==> config.mk <==
export PLATFORM = sky130hd
export DESIGN_NAME = lc3_ctrl_flat
export DESIGN_NICKNAME = d
export VERILOG_FILES = /design/src/rtl/lc3_pkg.sv /design/src/rtl/lc3_ctrl_if.sv /design/src/rtl/lc3_ctrl_decode.sv /design/src/rtl/lc3_ctrl.sv /design/src/flat_wrapper.sv
export SDC_FILE = /design/constraint.sdc
export NUM_CORES = 1
export LEC_CHECK = 0
export BUFFER_PORTS_ARGS = -buffer_cell sky130_fd_sc_hd__buf_2
export CAP_MARGIN = 20
export CORE_MARGIN = 10
export CORE_UTILIZATION = 29
export DETAILED_ROUTE_END_ITERATION = 10
export SLEW_MARGIN = 10
export SYNTH_ARGS = -nofsm -noshare
export SYNTH_HDL_FRONTEND = slang
export SYNTH_HIERARCHICAL = 1
export SYNTH_SLANG_ARGS = --single-unit
export TNS_END_PERCENT = 10
==> constraint.sdc <==
create_clock -name clk -period 2.62 [get_ports clk]
set_clock_uncertainty 0.15 [all_clocks]
set_input_delay 0.262 -clock clk [delete_from_list [all_inputs] [get_ports clk]]
set_output_delay 0.262 -clock clk [all_outputs]
set_load 0.03 [all_outputs]
==> src/rtl/lc3_pkg.sv <==
// Shared LC-3 control definitions: opcodes, ALU/PC/writeback encodings,
// FSM states and the decoded-instruction record.
package lc3_pkg;

  localparam logic [3:0] OP_BR  = 4'h0;
  localparam logic [3:0] OP_ADD = 4'h1;
  localparam logic [3:0] OP_LD  = 4'h2;
  localparam logic [3:0] OP_ST  = 4'h3;
  localparam logic [3:0] OP_AND = 4'h5;
  localparam logic [3:0] OP_NOT = 4'h9;
  localparam logic [3:0] OP_JMP = 4'hC;
  localparam logic [3:0] OP_LEA = 4'hE;

  typedef enum logic [1:0] {
    ALU_ADD  = 2'b00,
    ALU_AND  = 2'b01,
    ALU_NOT  = 2'b10,
    ALU_PASS = 2'b11
  } alu_k_e;

  typedef enum logic [1:0] {
    PC_INC = 2'b00,
    PC_IMM = 2'b01,
    PC_REG = 2'b10
  } pc_sel_e;

  typedef enum logic [1:0] {
    WB_ALU   = 2'b00,
    WB_MEM   = 2'b01,
    WB_PCIMM = 2'b10
  } wb_sel_e;

  typedef enum logic [2:0] {
    S_FETCH,
    S_DECODE,
    S_EXEC,
    S_MEM,
    S_HALT
  } state_e;

  // Instruction class as seen by the FSM; everything unsupported is CLS_NOP.
  typedef enum logic [2:0] {
    CLS_NOP,
    CLS_ALU,
    CLS_BR,
    CLS_JMP,
    CLS_LEA,
    CLS_LD,
    CLS_ST
  } cls_e;

  typedef struct packed {
    cls_e        cls;
    alu_k_e      alu_k;
    logic [2:0]  sr1;
    logic [2:0]  sr2;
    logic [2:0]  dr;
    logic        op_b_sel;
    logic [15:0] imm16;
    logic        br_taken;
  } dec_t;

  function automatic logic [15:0] sext5(input logic [4:0] v);
    return {{11{v[4]}}, v};
  endfunction

  function automatic logic [15:0] sext9(input logic [8:0] v);
    return {{7{v[8]}}, v};
  endfunction

endpackage

==> src/rtl/lc3_ctrl_if.sv <==
// Instruction/data memory request-ready handshake between the LC-3 control
// unit (master) and the memory system (slave).
interface lc3_ctrl_if;
  logic        mem_req;
  logic        mem_we;
  logic        addr_sel;
  logic [15:0] mem_rdata;
  logic        mem_ready;

  modport master (
    output mem_req,
    output mem_we,
    output addr_sel,
    input  mem_rdata,
    input  mem_ready
  );

  modport slave (
    input  mem_req,
    input  mem_we,
    input  addr_sel,
    output mem_rdata,
    output mem_ready
  );
endinterface

==> src/rtl/lc3_ctrl_decode.sv <==
// Combinational IR decode: register fields, sign-extended immediate, ALU
// function, instruction class and branch condition evaluation.
module lc3_ctrl_decode
  import lc3_pkg::*;
(
  input  logic [15:0] ir,
  input  logic [2:0]  nzp,
  output dec_t        dec
);

  // NOTE: every field gets a default before the case so no path leaves a
  // field unassigned, which would otherwise infer a latch.
  always_comb begin
    dec          = '0;
    dec.cls      = CLS_NOP;
    dec.alu_k    = ALU_PASS;
    dec.dr       = ir[11:9];
    dec.sr1      = ir[8:6];
    dec.sr2      = ir[2:0];
    dec.imm16    = sext9(ir[8:0]);
    dec.br_taken = |(ir[11:9] & nzp);

    case (ir[15:12])
      OP_ADD: begin
        dec.cls      = CLS_ALU;
        dec.alu_k    = ALU_ADD;
        dec.op_b_sel = ir[5];
        dec.imm16    = sext5(ir[4:0]);
      end
      OP_AND: begin
        dec.cls      = CLS_ALU;
        dec.alu_k    = ALU_AND;
        dec.op_b_sel = ir[5];
        dec.imm16    = sext5(ir[4:0]);
      end
      OP_NOT: begin
        dec.cls      = CLS_ALU;
        dec.alu_k    = ALU_NOT;
        dec.op_b_sel = 1'b0;
        dec.imm16    = sext5(ir[4:0]);
      end
      OP_BR:  dec.cls = CLS_BR;
      OP_JMP: dec.cls = CLS_JMP;
      OP_LEA: dec.cls = CLS_LEA;
      OP_LD:  dec.cls = CLS_LD;
      OP_ST: begin
        // ST reads its source register from the DR field position.
        dec.cls = CLS_ST;
        dec.sr1 = ir[11:9];
      end
      default: dec.cls = CLS_NOP;
    endcase
  end

endmodule

==> src/rtl/lc3_ctrl.sv <==
// LC-3 multi-cycle control unit: FETCH/DECODE/EXEC/MEM FSM plus IR.
// Build option LC3_ILLEGAL_HALT_EN: unsupported opcodes halt and raise illegal.
module lc3_ctrl
  import lc3_pkg::*;
(
  input  logic              clk,
  input  logic              rst_n,
  lc3_ctrl_if.master        mem,
  input  logic [2:0]        nzp,
  output logic [1:0]        alu_k,
  output logic [2:0]        sr1,
  output logic [2:0]        sr2,
  output logic [2:0]        dr,
  output logic              op_b_sel,
  output logic [15:0]       imm16,
  output logic [1:0]        wb_sel,
  output logic              reg_we,
  output logic              ld_cc,
  output logic              pc_ld,
  output logic [1:0]        pc_sel,
  output logic              illegal
);

  state_e      state, state_nxt;
  logic [15:0] ir;
  logic        ir_ld;
  dec_t        dec;

  logic        req_c, we_c, asel_c, obs_c;
  logic        reg_we_c, ld_cc_c, pc_ld_c;
  alu_k_e      alu_c;
  wb_sel_e     wb_c;
  pc_sel_e     pcs_c;

  lc3_ctrl_decode u_decode (
    .ir  (ir),
    .nzp (nzp),
    .dec (dec)
  );

  // NOTE: sequential state uses non-blocking assignments so every register
  // samples the pre-edge values of its inputs.
  always_ff @(posedge clk or negedge rst_n) begin
    if (!rst_n) begin
      state <= S_FETCH;
      ir    <= '0;
    end else begin
      state <= state_nxt;
      if (ir_ld) ir <= mem.mem_rdata;
    end
  end

  always_comb begin
    state_nxt = state;
    ir_ld     = 1'b0;
    req_c     = 1'b0;
    we_c      = 1'b0;
    asel_c    = 1'b0;
    obs_c     = 1'b0;
    alu_c     = ALU_PASS;
    wb_c      = WB_ALU;
    pcs_c     = PC_INC;
    reg_we_c  = 1'b0;
    ld_cc_c   = 1'b0;
    pc_ld_c   = 1'b0;

    case (state)
      S_FETCH: begin
        req_c = 1'b1;
        if (mem.mem_ready) begin
          ir_ld     = 1'b1;
          pc_ld_c   = 1'b1;
          pcs_c     = PC_INC;
          state_nxt = S_DECODE;
        end
      end

      S_DECODE: state_nxt = S_EXEC;

      S_EXEC: begin
        state_nxt = S_FETCH;
        alu_c     = dec.alu_k;
        case (dec.cls)
          CLS_ALU: begin
            obs_c    = dec.op_b_sel;
            wb_c     = WB_ALU;
            reg_we_c = 1'b1;
            ld_cc_c  = 1'b1;
          end
          CLS_BR: begin
            pcs_c   = PC_IMM;
            pc_ld_c = dec.br_taken;
          end
          CLS_JMP: begin
            pcs_c   = PC_REG;
            pc_ld_c = 1'b1;
          end
          CLS_LEA: begin
            wb_c     = WB_PCIMM;
            reg_we_c = 1'b1;
          end
          CLS_LD, CLS_ST: state_nxt = S_MEM;
          default: begin
`ifdef LC3_ILLEGAL_HALT_EN
            state_nxt = S_HALT;
`else
            state_nxt = S_FETCH;
`endif
          end
        endcase
      end

      S_MEM: begin
        // Request fields are a function of IR only, so they hold until ready.
        req_c  = 1'b1;
        asel_c = 1'b1;
        we_c   = (dec.cls == CLS_ST);
        if (dec.cls == CLS_LD) wb_c = WB_MEM;
        if (mem.mem_ready) begin
          reg_we_c  = (dec.cls == CLS_LD);
          ld_cc_c   = (dec.cls == CLS_LD);
          state_nxt = S_FETCH;
        end
      end

      S_HALT: state_nxt = S_HALT;

      default: state_nxt = S_FETCH;
    endcase
  end

  // NOTE: the FSM resets into FETCH, which would otherwise drive mem_req while
  // reset is held; gating with rst_n also abandons an in-flight request at once.
  assign mem.mem_req  = rst_n & req_c;
  assign mem.mem_we   = rst_n & we_c;
  assign mem.addr_sel = rst_n & asel_c;
  assign alu_k        = rst_n ? alu_c : ALU_PASS;
  assign sr1          = rst_n ? dec.sr1 : 3'd0;
  assign sr2          = rst_n ? dec.sr2 : 3'd0;
  assign dr           = rst_n ? dec.dr : 3'd0;
  assign op_b_sel     = rst_n & obs_c;
  assign imm16        = rst_n ? dec.imm16 : 16'h0000;
  assign wb_sel       = rst_n ? wb_c : WB_ALU;
  assign reg_we       = rst_n & reg_we_c;
  assign ld_cc        = rst_n & ld_cc_c;
  assign pc_ld        = rst_n & pc_ld_c;
  assign pc_sel       = rst_n ? pcs_c : PC_INC;

`ifdef LC3_ILLEGAL_HALT_EN
  assign illegal = rst_n && (state == S_HALT);
`else
  assign illegal = 1'b0;
`endif

endmodule

==> src/flat_wrapper.sv <==
// flat-port wrapper written by rule: the top's interface ports become plain ports
module lc3_ctrl_flat import lc3_pkg::*;
  (clk, rst_n, nzp, alu_k, sr1, sr2, dr, op_b_sel, imm16, wb_sel, reg_we, ld_cc, pc_ld, pc_sel, illegal, mem_mem_req, mem_mem_we, mem_addr_sel, mem_mem_rdata, mem_mem_ready);
  lc3_ctrl_if mem_i ();
  input  logic clk;
  input  logic rst_n;
  input  logic [2:0] nzp;
  output logic [1:0] alu_k;
  output logic [2:0] sr1;
  output logic [2:0] sr2;
  output logic [2:0] dr;
  output logic op_b_sel;
  output logic [15:0] imm16;
  output logic [1:0] wb_sel;
  output logic reg_we;
  output logic ld_cc;
  output logic pc_ld;
  output logic [1:0] pc_sel;
  output logic illegal;
  output wire logic [$bits(mem_i.mem_req)-1:0] mem_mem_req;
  output wire logic [$bits(mem_i.mem_we)-1:0] mem_mem_we;
  output wire logic [$bits(mem_i.addr_sel)-1:0] mem_addr_sel;
  input wire logic [$bits(mem_i.mem_rdata)-1:0] mem_mem_rdata;
  input wire logic [$bits(mem_i.mem_ready)-1:0] mem_mem_ready;
  assign mem_mem_req = mem_i.mem_req;
  assign mem_mem_we = mem_i.mem_we;
  assign mem_addr_sel = mem_i.addr_sel;
  assign mem_i.mem_rdata = mem_mem_rdata;
  assign mem_i.mem_ready = mem_mem_ready;
  lc3_ctrl u_core (.clk(clk), .rst_n(rst_n), .mem(mem_i), .nzp(nzp), .alu_k(alu_k), .sr1(sr1), .sr2(sr2), .dr(dr), .op_b_sel(op_b_sel), .imm16(imm16), .wb_sel(wb_sel), .reg_we(reg_we), .ld_cc(ld_cc), .pc_ld(pc_ld), .pc_sel(pc_sel), .illegal(illegal));
endmodule
==> run metrics, run 1 <==
status complete, no violations; DR pass1 iterations 4; initial drt markers 66; worst vdd ir 0.4471 mV; Overall Global Routing Usage 8.218%; compound-cell area share of the yosys netlist 5.377%; main combinational cell family by area after synthesis simple AND/OR/NAND/NOR gates; Final Cycle Share 91.58%; Via Count 1169; core area 4786 µm²; Yosys Warn Count 6; Post-synth EDFFs 0; total wire length 3550 µm; simple-gate share of the synthesized area 30.18%; Syn Nets 178; maxcap violations 0; Post-CTS Setup Inserts 0; Critical Path Start Type register; vias in the first global route 1154; WP data arrival 1.99 ns; first-pass GRT wire length 5609 µm; Main synth FF type dfrtp_1; Hold Path Depth 2; Synth Instances 156; fmax 0.4168 GHz; root buf cell clkbuf_8; Hold Violations, Final 0; site row count 25; register area share after synthesis 32.96%; Core Util, Final 36.16%; GR Overflow Total 0; CTS tree built; Ant. Diodes 0; P_leak 0.8772 nW; CP Max Fanout 7; post-place setup slack 0.5130 ns; RSZ-0062 raised after global routing false; Placed Cells 261; hpwl dp 2906 µm; total power 0.002154 W; largest net degree at the start of global routing 36; R2R depth 3; die area 8196 µm²; top cells by area, synth dfrtp_1 (33%), mux2_2 (12%), and2_1 (11%); count leader, synth and2_1; synthesized area 1443 µm²; routability cong. 0.7706; Worst-Skew Late Latency 0.25 ns; Final min period 2.399 ns; Final Non-Filler Cells 266; wire per inst 13.35 µm; Slew HR 62.03%; antenna violations before repair 0; clock sink count 19; clock-pin transition on the worst setup and hold timing paths 0.07 ns; hold crit path type in -> reg; htree depth 1; TritonCTS Buffers 3; most common library cells after synthesis and2_1 (25), buf_4 (19), dfrtp_1 (19), mux2_2 (16); Synth Register Bits 19; I/O pin cnt 61; mux cell area share after synthesis 15.61%; final net count 222; clk buf depth 2; post-synth cell types 34; starting density of the core 30.14%; Yosys top cell area share 32.96%; Post-Synth Adder-Cell Area 0%; via density per instance 4.395; Setup crit end kind primary output; setup violators final 0; PostCTS Resize Cnt 0; Die Width 90.53 µm; TNS Setup 0 ns; pwr/cell area 1245 nW/µm²; Die H 90.53 µm; input/output buffers 59; final setup margin 0.2207 ns; cell taking the most area after synthesis dfrtp_1; max-slew violation count 0; layout cells sized above 1 45.73%; async set-reset flop share out of synthesis 100.0%; Mapped Avg Cell Area 9.248 µm²; Data required, critical path 2.21 ns; Area growth syn-to-layout 19.95%; worst-margin pin slew 0.5695 ns; post-synthesis xor/xnor area fraction 1.821%; Setup CP Type reg -> out; DRT antenna net count 0; drt drc 0
-- layer usage --
| metal | share of wire [%] | vias up | wire length (µm) | global-route usage [%] |
|---|---|---|---|---|
| met5 | 0 | - | 0 | 0 |
| met2 | 49 | 40 | 1749 | 13.76 |
| met3 | 6.8 | 2 | 241 | 3.242 |
| met4 | 1.3 | 0 | 47 | 3.846 |
| met1 | 43 | 547 | 1512 | 8.860 |
| li1 | - | 580 | - | - |
-- stage by stage --
| stage | hold slack [ns] | cell area (µm²) |
|---|---|---|
| 4_1_cts | 0.07711 | 1730 |
| 6_report | 0.08650 | 1730 |
| 5_1_grt | 0.07946 | 1730 |
| 3_3_place_gp | 0.08116 | 1675 |
| 2_1_floorplan | -0.1836 | 1443 |
| 3_5_place_dp | 0.08366 | 1675 |
-- kinds of logic after synthesis --
| logic type | Yosys count |
|---|---|
| and+or+nand+nor | 73 |
| buffers and inverters | 30 |
| muxes | 19 |
| DFF | 19 |
| AOI/OAI and AO/OA | 11 |
| xor gates and xnor gates | 3 |
| other | 1 |
-- critical path: stages, from the launching register on --
cell and delay (ns):
dfrtp_1 0.41, nor2_2 0.20, nand2_1 0.08, o22ai_1 0.47
inv_1 0.14, nor3_1 0.20, nor2_1 0.06, buf_2 0.17
-- path summary, 6_finish.rpt --
path	from	to	slack (ns)
setup / recovery	u_core/ir[15]	reg_we	0.22
hold / removal	mem_mem_rdata[2]	u_core/ir[2]	0.09
setup reg to reg	u_core/state[0]	u_core/ir[6]	0.81
hold reg to reg	u_core/ir[3]	u_core/ir[3]	0.35
max in group asynchronous	rst_n	u_core/ir[3]	1.67
min in group asynchronous	rst_n	u_core/ir[14]	0.35
-- state kept, by name, indices dropped and copies added, names as in the netlist --
| register | flops |
|---|---|
| u_core/ir | 16 |
| u_core/state | 3 |
-- cells in the final DEF, fill, tap and decap left out --
master / n
nor2_1: 12
nor3_1: 1
and2_1: 25
nor4b_4: 1
nor2b_1: 3
and3_4: 2
o21a_1: 1
nand3_1: 2
nor2_2: 1
a222oi_1: 1
nor4bb_1: 1
and3_1: 2
nor2b_4: 1
buf_4: 5
mux2_2: 16
xor2_1: 3
o22ai_1: 1
nand4_1: 1
or3_1: 2
nand2b_1: 2
o21ai_0: 2
nand2_1: 12
nand3b_1: 1
o31ai_1: 1
inv_1: 4
buf_2: 59
mux2_4: 3
conb_1: 1
a21o_1: 4
a31oi_1: 1
nor3b_1: 2
clkbuf_8: 3
dfrtp_1: 19
dlygate4sd3_1: 1
nor4_1: 2
clkbuf_1: 1
-- layout make-up --
cell class                      instances  area, µm²
Fill cell                             519       3055
Multi-Input combinational cell        107      768.2
Sequential cell                        19      475.5
Timing Repair Buffer                   65      342.8
Tap cell                               67      83.83
Clock buffer                            4      45.04
Inverter                                4      15.01
-- power by group --
part           leakage (nW)  switching (W)  internal, W
Combinational         0.628       0.000768     0.000574
Clock                0.0228      0.0000919     0.000108
Sequential            0.227       0.000176     0.000437
-- repair_timing --
action	4_1_cts	5_1_grt
hold endpoints to repair	19	0
hold buffers	1	0
setup endpoints to repair	0	0
Note: power is estimated with default switching activity, not from simulation.
==> inputs of run 2 (changes only) <==
- CORE_ASPECT_RATIO: default -> 1.1
==> run 2 against run 1 <==
Flip-flop and latch count unchanged. Total power up 0.58%. Critical endpoint is now op_b_sel. Register-to-register slack better by 0.08 ns. Highest routed layer unchanged. Sequential power up 0.8%. Combinational power about the same. Count of clock-buffer cells in the layout unchanged. Design area down 0.58%. Worst setup slack better by 0.015 ns. Global-route usage up 0.090 points. First-iteration DRC count up 3.0%. Sequential share of layout area up 0.16 points. Clock power up 2%.
==> run metrics, run 2 (synthesis results as in run 1) <==
via density per instance 4.587; site row count 26; Final min period 2.384 ns; TritonCTS Buffers 3; drt drc 0; TNS Setup 0 ns; Via Count 1165; routability cong. 0.7467; final non-filler cell area 1720 µm²; CP max stage cell dfrtp_1; maxcap violations 0; largest registers u_core/ir x16, u_core/state x3; htree depth 1; pwr/cell area 1259 nW/µm²; Most flops, register u_core/ir; Placed Cells 249; max incr delay on CP 0.41 ns; first-pass GRT wire length 5520 µm; fmax 0.4194 GHz; Post-DP Area 1654 µm²; post-place setup slack 0.3316 ns; clock sink count 19; largest net degree at the start of global routing 34; worst vdd ir 0.4232 mV; I/O pin cnt 61; wire per inst 13.59 µm; Final Non-Filler Cells 254; setup violators final 0; Hold Violations, Final 0; DR pass1 iterations 4; hpwl dp 2889 µm; Final Cycle Share 91.00%; Data required, critical path 2.21 ns; hold crit path type in -> reg; WP data arrival 1.97 ns; clk buf depth 2; Worst-Skew Late Latency 0.25 ns; max-slew violation count 0; Area growth syn-to-layout 19.25%; CTS tree built; Ant. Diodes 0; antenna violations before repair 0; layout cells sized above 1 46.46%; CP Max Fanout 5; root buf cell clkbuf_8; total power 0.002167 W; DRT antenna net count 0; RSZ-0062 raised after global routing false; final net count 221; P_leak 0.8762 nW; core area 4717 µm²; Overall Global Routing Usage 8.308%; clock-pin transition on the worst setup and hold timing paths 0.07 ns; GR Overflow Total 0; initial drt markers 68; total wire length 3452 µm; status complete, no violations; max reg flops 16; Die H 93.98 µm; starting density of the core 30.58%; Die Width 87.25 µm; commonest non-fill, non-tap cells in the layout buf_2 (59), and2_1 (25), dfrtp_1 (19), mux2_2 (16); vias in the first global route 1103; Setup crit end kind primary output; CP most frequent cell nand2_1; CP Cell Sequence nand2_1 -> nor2b_1 -> o31ai_2 -> nor4bb_1 -> nand2_1 -> nor2_1 -> buf_2; final setup margin 0.2358 ns; die area 8199 µm²; Fillers 493; Critical Path Start Type register; commonest non-fill, non-tap cell in the layout buf_2; Setup CP Type reg -> out; input/output buffers 59
run 2: report_power, final:
part           total (W)  switching, W  internal, W
Clock           0.000205     0.0000965     0.000108
Sequential      0.000617      0.000181     0.000437
Combinational    0.00134      0.000773     0.000572
Total            0.00217       0.00105      0.00112
run 2: through the flow:
stage          hold slack (ns)  util [%]
2_1_floorplan          -0.1836         -
3_3_place_gp           0.09821     35.07
3_5_place_dp           0.09299     35.07
4_1_cts                0.07624     36.23
5_1_grt                0.07494     36.47
6_report               0.08483     36.47
run 2: what timing repair did:
item	4_1_cts	5_1_grt
endpoints found under the setup margin	0	5
buffers inserted	0	0
hold endpoints to repair	19	0
hold buffers	1	0
resized for setup	0	2
run 2: final cells by class:
type / count / area, µm² / area share (%)
flip-flops and latches: 19 / 475.5 / 27.64
clock buffers: 4 / 45.04 / 2.618
well taps: 56 / 70.07 / 4.073
multi-input cells: 107 / 779.5 / 45.31
inverters: 4 / 15.01 / 0.8727
repair buffers: 64 / 335.3 / 19.49
run 2: final timing paths:
check	startpoint	endpoint	slack, ns	cells past startpoint
worst min register to register	u_core/ir[3]	u_core/ir[3]	0.35	1
worst max-delay path	u_core/ir[14]	op_b_sel	0.24	7
worst min-delay path	mem_mem_rdata[8]	u_core/ir[8]	0.08	2
worst max register to register	u_core/state[0]	u_core/ir[0]	0.89	3
min in group asynchronous	rst_n	u_core/ir[12]	0.34	3
max in group asynchronous	rst_n	u_core/ir[11]	1.72	3
run 2: worst max-delay path, delay by kind of cell (launching register included):
family	cells	cell delay, ns
simple gates	5	0.98
compound gates	1	0.12
flops	1	0.41
buf+inv	1	0.21
run 2: routing by layer:
| layer | GRT usage (%) | wire, µm | vias to the layer above |
|---|---|---|---|
| met5 | 0 | 0 | - |
| met3 | 2.257 | 263 | 2 |
| met4 | 3.989 | 47 | 0 |
| met1 | 10.23 | 1498 | 539 |
| li1 | - | - | 587 |
| met2 | 12.99 | 1642 | 37 |
==> inputs of run 3 (changes only) <==
--- a/config.mk
+++ b/config.mk
@@ -12,4 +12,5 @@
 export CORE_UTILIZATION = 29
 export DETAILED_ROUTE_END_ITERATION = 10
+export RECOVER_POWER = 50
 export SLEW_MARGIN = 10
 export SYNTH_ARGS = -nofsm -noshare
==> constraint.sdc (replaced) <==
create_clock -name clk -period 2.62 [get_ports clk]
set_clock_uncertainty 0.15 [all_clocks]
set_input_delay 0.524 -clock clk [delete_from_list [all_inputs] [get_ports clk]]
set_output_delay 0.524 -clock clk [all_outputs]
set_load 0.03 [all_outputs]
==> run 3 against run 2 <==
Cell count increased by 0.39%. Design area increased by 2.5%. Count of clock-buffer cells in the layout unchanged. Flip-flop and latch count unchanged. Critical path depth unchanged. Via count decreased by 0.43%. Core utilization increased by 0.90 points. Wire length increased by 6.5%. Critical path type unchanged.
==> run metrics, run 3 (synthesis results as in run 1) <==
DR pass1 iterations 4; clk buf depth 2; final net count 222; post-place setup slack 0.1916 ns; Sequential Power Share 27.5%; Ant. Diodes 0; Setup crit end kind primary output; site row count 26; grt met1 use 10.22%; first-pass GRT wire length 5816 µm; CP max stage cell dfrtp_1; max-slew violation count 0; GRT met3 Usage 2.257%; GR Overflow Total 0; CTS tree built; Core Util, Final 37.37%; Area growth syn-to-layout 22.20%; Setup CP Type reg -> out; commonest non-fill, non-tap cells in the layout buf_2 (55), and2_1 (25), dfrtp_1 (17), mux2_2 (16); CP bufs+invs 1; Comb pwr share 63.5%; Clk pwr share 9.0%; via density per instance 4.549; setup violators final 0; initial drt markers 78; routability cong. 0.7912; status complete, no violations; TritonCTS Buffers 3; GR Util met2 14.20%; core area 4717 µm²; max incr delay on CP 0.42 ns; most used routing layer met2; maxcap violations 0; largest registers u_core/ir x16, u_core/state x3; final setup margin 0.05519 ns; clock-pin transition on the worst setup and hold timing paths 0.07 ns; commonest non-fill, non-tap cell in the layout buf_2; hold crit path type in -> async; clock sink count 19; I/O pin cnt 61; CP Cell Sequence nand2_2 -> nor2b_2 -> o31ai_4 -> nor4bb_2 -> nand2_1 -> nor2_1 -> buf_2; Overall Global Routing Usage 8.607%; total wire length 3677 µm; Slew HR 54.94%; Final Cycle Share 97.89%; drt drc 0; Worst-Skew Late Latency 0.25 ns; total power 0.002271 W; Hold Violations, Final 0; largest net degree at the start of global routing 32; worst-margin pin slew 0.6759 ns; die area 8199 µm²; root buf cell clkbuf_8; P_leak 0.8722 nW; CP top delay family simple AND/OR/NAND/NOR gates; pwr/cell area 1288 nW/µm²; hpwl dp 2945 µm; Die H 93.98 µm; switching share of total power 48.69%; wire per inst 14.42 µm; starting density of the core 30.58%; layout cells sized above 1 49.25%; max reg flops 16; Internal 0.001165 W; switching power 0.001106 W; final non-filler cell area 1763 µm²; WP data arrival 1.89 ns; worst vdd ir 0.4908 mV; vias in the first global route 1188; CP Max Fanout 5; Final min period 2.565 ns; input/output buffers 59; Via Count 1160; antenna violations before repair 0; htree depth 1; Post-DP Area 1668 µm²; Die Width 87.25 µm; CTS Hold Bufs 0; DRT antenna net count 0; fmax 0.3899 GHz; RSZ-0062 raised after global routing true; Data required, critical path 1.95 ns; Critical Path Start Type register; Most flops, register u_core/ir
run 3: cell count changes in the layout (fill, tap and decap cells not counted), sizes merged:
cell | before | now
clkbuf | 4 | 9
buf | 63 | 60
dlygate4sd3 | 1 | 0
run 3: metal layers:
layer | vias up | routed length, µm
met5 | - | 0
met4 | 0 | 47
met1 | 534 | 1590
met3 | 2 | 293
met2 | 37 | 1745
li1 | 587 | -
run 3: worst paths after layout:
path / from / endpoint / slack, ns / cells past startpoint
worst max-delay path: u_core/ir[14] / wb_sel[0] / 0.06 / 7
worst min-delay path: rst_n / u_core/state[2] / 0.24 / 2
worst max register to register: u_core/state[0] / u_core/ir[12] / 0.65 / 4
worst min register to register: u_core/ir[3] / u_core/ir[3] / 0.35 / 1
max in group asynchronous: rst_n / u_core/ir[13] / 1.49 / 2
min in group clk: mem_mem_rdata[0] / u_core/ir[0] / 0.35 / 2
run 3: area by class of cell:
class,count,area [µm²]
inverters,4,15.01
repair buffers,65,339.1
flip-flops and latches,19,478.0
multi-input cells,107,815.8
fillers,489,2954
clock buffers,4,45.04
well taps,56,70.07
run 3: what timing repair did:
item	CTS	global route
resized for setup	3	11
setup buffers	0	1
pin swaps	1	2
endpoints found under the setup margin	8	9
run 3: per-stage QoR:
step           setup TNS, ns  cells  hold slack, ns
3_3_place_gp               0    250          0.3351
3_5_place_dp               0    250          0.3417
6_report                   0    255          0.2393
4_1_cts                    0    254          0.1130
2_1_floorplan       -0.07987    156         0.07841
5_1_grt              -0.2748    255          0.2690
run 3: power groups by stage:
stage / Sequential, W / Combinational (W) / Clock (W)
floorplan: 0.000553 / 0.00133 / 0
global placement: 0.000602 / 0.00138 / 0
detailed placement: 0.000608 / 0.00139 / 0
CTS: 0.000610 / 0.00141 / 0.000217
global route: 0.000657 / 0.00157 / 0.000234
finish: 0.000625 / 0.00144 / 0.000203
